===== src/rtl/hazard_scoreboard.sv =====
// Decode-stage scoreboard: per-register pending-write tracking drives stall/issue/flush and forwarding selects.
// Zero-cycle combinational controls; the scoreboard updates on the next edge and freezes under hold_i.
module hazard_scoreboard #(
    parameter  int NUM_REGS       = 32,
    parameter  int REG_AW         = 5,
    parameter  int NUM_FWD_STAGES = 3,
    parameter  int MAX_LAT        = 3,
    parameter  int CNT_W          = 32,
    localparam int LAT_W          = $clog2(MAX_LAT + 1),
    localparam int SEL_W          = $clog2(NUM_FWD_STAGES + 1)
) (
    input  logic              clk_i,
    input  logic              rst_n_i,
    input  logic              hold_i,
    input  logic              flush_in_i,
    input  logic              de_valid_i,
    input  logic [REG_AW-1:0] rs1_i,
    input  logic [REG_AW-1:0] rs2_i,
    input  logic              rs1_used_i,
    input  logic              rs2_used_i,
    input  logic [REG_AW-1:0] rd_i,
    input  logic              reg_write_i,
    input  logic [LAT_W-1:0]  lat_in_i,
    output logic              stall_o,
    output logic              flush_o,
    output logic              issue_o,
    output logic [SEL_W-1:0]  fwd_a_sel_o,
    output logic [SEL_W-1:0]  fwd_b_sel_o,
    output logic [CNT_W-1:0]  stall_cnt_o
);

    logic             v_q   [NUM_REGS];
    logic             v_d   [NUM_REGS];
    logic [LAT_W-1:0] cnt_q [NUM_REGS];
    logic [LAT_W-1:0] cnt_d [NUM_REGS];
    logic [SEL_W-1:0] age_q [NUM_REGS];
    logic [SEL_W-1:0] age_d [NUM_REGS];
    logic [CNT_W-1:0] stall_cnt_q;
    logic [CNT_W-1:0] stall_cnt_d;

    logic             raw1;
    logic             raw2;
    logic             waw;
    logic             stall;
    logic             issue;
    logic             wr_issue;
    logic [LAT_W-1:0] eff_lat;

    always_comb begin
        eff_lat  = (lat_in_i == '0) ? LAT_W'(1) : lat_in_i;
        raw1     = rs1_used_i && (rs1_i != '0) && v_q[rs1_i] && (cnt_q[rs1_i] != '0);
        raw2     = rs2_used_i && (rs2_i != '0) && v_q[rs2_i] && (cnt_q[rs2_i] != '0);
        // A younger write must never land before an older one to the same register.
        waw      = reg_write_i && (rd_i != '0) && v_q[rd_i] && (cnt_q[rd_i] > eff_lat);
        stall    = de_valid_i && !flush_in_i && (raw1 || raw2 || waw);
        issue    = de_valid_i && !stall && !flush_in_i && !hold_i;
        wr_issue = issue && reg_write_i && (rd_i != '0);
    end

    assign stall_o     = stall;
    assign issue_o     = issue;
    assign flush_o     = flush_in_i;
    assign stall_cnt_o = stall_cnt_q;

    assign fwd_a_sel_o = (rs1_used_i && (rs1_i != '0) && v_q[rs1_i] && (cnt_q[rs1_i] == '0))
                         ? age_q[rs1_i] : '0;
    assign fwd_b_sel_o = (rs2_used_i && (rs2_i != '0) && v_q[rs2_i] && (cnt_q[rs2_i] == '0))
                         ? age_q[rs2_i] : '0;

    always_comb begin
        v_d         = v_q;
        cnt_d       = cnt_q;
        age_d       = age_q;
        stall_cnt_d = stall_cnt_q;
        if (!hold_i) begin
            for (int r = 1; r < NUM_REGS; r++) begin
                if (wr_issue && (rd_i == REG_AW'(r))) begin
                    v_d[r]   = 1'b1;
                    cnt_d[r] = eff_lat - LAT_W'(1);
                    age_d[r] = SEL_W'(1);
                end else if (v_q[r]) begin
                    if (cnt_q[r] != '0) begin
                        cnt_d[r] = cnt_q[r] - LAT_W'(1);
                    end
                    // Past the last tap the value is only in the register file.
                    if (age_q[r] == SEL_W'(NUM_FWD_STAGES)) begin
                        v_d[r] = 1'b0;
                    end else begin
                        age_d[r] = age_q[r] + SEL_W'(1);
                    end
                end
            end
            if (stall && (stall_cnt_q != '1)) begin
                stall_cnt_d = stall_cnt_q + CNT_W'(1);
            end
        end
    end

    always_ff @(posedge clk_i) begin
        if (!rst_n_i) begin
            v_q         <= '{default: 1'b0};
            cnt_q       <= '{default: '0};
            age_q       <= '{default: '0};
            stall_cnt_q <= '0;
        end else begin
            v_q         <= v_d;
            cnt_q       <= cnt_d;
            age_q       <= age_d;
            stall_cnt_q <= stall_cnt_d;
        end
    end

endmodule


===== config.mk =====
export PLATFORM = sky130hd
export DESIGN_NAME = hazard_scoreboard
export DESIGN_NICKNAME = d
export VERILOG_FILES = /design/src/rtl/hazard_scoreboard.sv
export SDC_FILE = /design/constraint.sdc
export NUM_CORES = 1
export LEC_CHECK = 0
export CAP_MARGIN = 20
export CORE_AREA = 2 2 143 249
export CTS_CLUSTER_DIAMETER = 150
export CTS_CLUSTER_SIZE = 14
export DETAILED_ROUTE_END_ITERATION = 16
export DIE_AREA = 0 0 145 251
export PLACE_DENSITY = 0.62
export SYNTH_ARGS = -nofsm -noshare
export SYNTH_HDL_FRONTEND = slang
export SYNTH_SLANG_ARGS = --single-unit

===== constraint.sdc =====
create_clock -name clk_i -period 11 [get_ports clk_i]
set_clock_uncertainty 0.05 [all_clocks]
set_input_delay 2.2 -clock clk_i [delete_from_list [all_inputs] [get_ports clk_i]]
set_output_delay 2.2 -clock clk_i [all_outputs]
set_load 0.005 [all_outputs]

==> flow_summary.yaml <==
hold_path:
  min_path_type: "flip-flop to flip-flop"
layout:
  nets: 1682
  drive_gt1_share_pct: 11.9
  final_core_util_pct: 44.0
  syn2layout_area_growth_pct: 11.3
  antenna_cells: 0
sta:
  min_period_over_period_pct: 82.6
  hold_ws_ns: 0.459
  setup_viol_count_final: 0
  fmax_mhz: 110
  tns_ns: 0
  worstMarginPinSlew_ns: 1.12
  rsz0062_at_grt: "no"
  slew-limit-headroom_pct: 25.4
  finalHoldViolations: 0
  finalMaxSlewViolations: 0
  finalCriticalPeriod_ns: 9.09
placed_design:
  place_hpwl_um: 34500
  routabilityCongestion: 1.09
  portBuffers: 63
critical_path:
  worstSetupPathType: "input port to primary output"
  worstPathRequired_ns: 8.75
  r2r_slack_ns: 6.23
  crit_path_end_kind: "primary output"
  critPathLaunchType: "input port"
  cp.arrival_ns: 6.84
  crit_fanout: 14
grt:
  overflow: 0
  grt_start_max_net_pins: 87
  antenna_found_initial: 3
  grt_pass1_vias: 12800
  grt_pass1_wl_um: 74200
  track_usage_pct: 26.4
job:
  maxCapViolCount: 0
drt:
  wl_um: 47800
  vias: 13000
  viasPerCell: 6.30
  route.detailed.drc: 0
  wl_per_cell_um: 23.2
  ant_nets: 0
  drt_iter0_markers: 1034
  first_pass_iters: 6
power_and_ir_drop:
  vdd_ir_drop_max_v: 0.000123
  powerDensity_nw_per_um2: 101
  p_leak_nw: 5.19
cts:
  post_cts_buffers: 0
  clkSlewWorstSetupHoldPaths_ns: 0.07
  cts_tree: "yes"
  clockRootBuffer: "clkbuf_16"
  cts_hold_buf: 0
  htreeDepth: 4
  cts_resized: 0
  cts_sinks: 187
  cts_buffer_depth: 2
  numCtsBuffers: 17
  clock_latency_ns: 0.47
synthesis:
  synth_seq_area_share_pct: 27.6
  syn-cell-area_um2: 13600
  synth_top_area_share_pct: 27.6
  ys_types: 81
  syn_nets: 1688
  postSynthCellCount: 1598
  yosysTopAreaCell: "dfxtp_1"
  synth_area_leaders: "dfxtp_1 28%, mux4_2 14%, ha_1 6.0%, a21oi_1 4.5%, nor2_1 3.7%"
  synth_edf_count: 0
  async_reset_ff_share_pct: 0
  yosys_warnings: 0
  ys_ff_latch: 187
  yosys_most_used_dff: "dfxtp_1"
  avgSynthCellArea_um2: 8.49
floorplan:
  die_y_um: 251
  ioPinCount: 64
  rows: 90
  start_util_pct: 39.5
  die_area_um2: 36400
  fp.dieW_um: 145
  placeableCoreArea_um2: 34300
run_status:
  status: "finished, final reports clean"
[Yosys cell counts (all sizes together) (11+ instances only)]
library cell	number
mux4	82
xnor2	29
a21oi	123
o21ai	65
nand2b	31
nor3	44
nor2	133
nor2b	31
buf	37
inv	115
clkbuf	76
a211oi	16
a31oi	48
or2	13
ha	65
o22a	16
dfxtp	187
o211a	11
and2	12
o21a	22
nand3	90
nand4	37
nor3b	19
mux2	17
nand2	103
and3	29
mux2i	24
[cells in the final DEF (no fill, tap or decap), types with 12 or more instances in the layout]
master and n:
a211oi_1 14, a21oi_1 122, a31oi_1 48, and3_1 29, buf_4 26, clkbuf_16 17, clkdlybuf4s50_1 58, dfxtp_1 187
ha_1 65, inv_1 111, mux2i_1 24, mux4_2 82, nand2_1 103, nand2b_1 31, nand3_1 78, nand3_2 12
nand4_1 37, nor2_1 132, nor2b_1 30, nor3_1 43, nor3b_1 19, o21a_1 22, o21ai_0 64, o22a_1 16
xnor2_1 29
[logic make-up after synthesis]
group	share of synthesized area (%)
muxes	16.8
xor gates and xnor gates	1.94
and+or+nand+nor	22.3
adders and majority gates	6.00
DFF	27.6
AOI/OAI and AO/OA	18.6
buffers and inverters	6.78
[cell type report]
| class | count | area, µm² |
|---|---|---|
| Multi-Input combinational cell | 1183 | 8900 |
| Fill cell | 3346 | 19200 |
| Tap cell | 460 | 576 |
| Clock inverter | 9 | 185 |
| Clock buffer | 22 | 464 |
| Timing Repair Buffer | 88 | 796 |
| Sequential cell | 187 | 3740 |
| Inverter | 115 | 434 |
[path summary, 6_finish.rpt]
kind                                     start                           end  cells after the start
setup / recovery                       rd_i[0]                       stall_o                     12
hold / removal    stall_cnt_o[31]$_SDFFE_PN0P_  stall_cnt_o[31]$_SDFFE_PN0P_                      2
setup reg to reg         cnt_q[5]$_SDFFE_PN0P_         age_q[8]$_SDFFE_PN0P_                     13
hold reg to reg   stall_cnt_o[31]$_SDFFE_PN0P_  stall_cnt_o[31]$_SDFFE_PN0P_                      2
[layer usage]
| layer | part of all wire (%) | GRT usage, % | vias up |
|---|---|---|---|
| met1 | 36 | 28.8 | 6361 |
| met2 | 49 | 45.4 | 551 |
| met3 | 6.5 | 4.45 | 201 |
| met4 | 8.7 | 20.7 | 4 |
| li1 | - | - | 5887 |
| met5 | 0.044 | 0 | - |
[critical path: stages]
cell and delay, ns:
clkdlybuf4s50_1 1.10, buf_4 0.30, mux4_2 0.51, mux4_2 0.48
mux2i_1 0.16, ha_1 0.26, a211oi_1 0.20, o311ai_0 0.16
a21oi_1 0.57, nor3_4 0.13, nor3b_1 0.21, clkdlybuf4s50_1 0.53
[per-stage QoR]
stage          cells  power (mW)  setup WS, ns  area (µm²)
5_1_grt         2064        1.57          1.65       15100
3_5_place_dp    2033       0.837          1.90       14400
3_3_place_gp    2033       0.836          1.96       14400
4_1_cts         2064        1.54          1.88       15100
2_1_floorplan   1598       0.786          2.77       13600
6_report        2064        1.53          1.91       15100
[power breakdown]
part / internal [mW] / switching, mW
logic: 0.0423 / 0.103
clock network: 0.417 / 0.291
registers: 0.677 / 0.00149
total: 1.14 / 0.396
[flip-flops by register name, summed over array words and instances, names as in the netlist]
| name | count |
|---|---|
| stall_cnt_o | 32 |
| age_q | 62 |
| v_q | 31 |
| cnt_q | 62 |
Note: power is estimated with default switching activity, not from simulation.
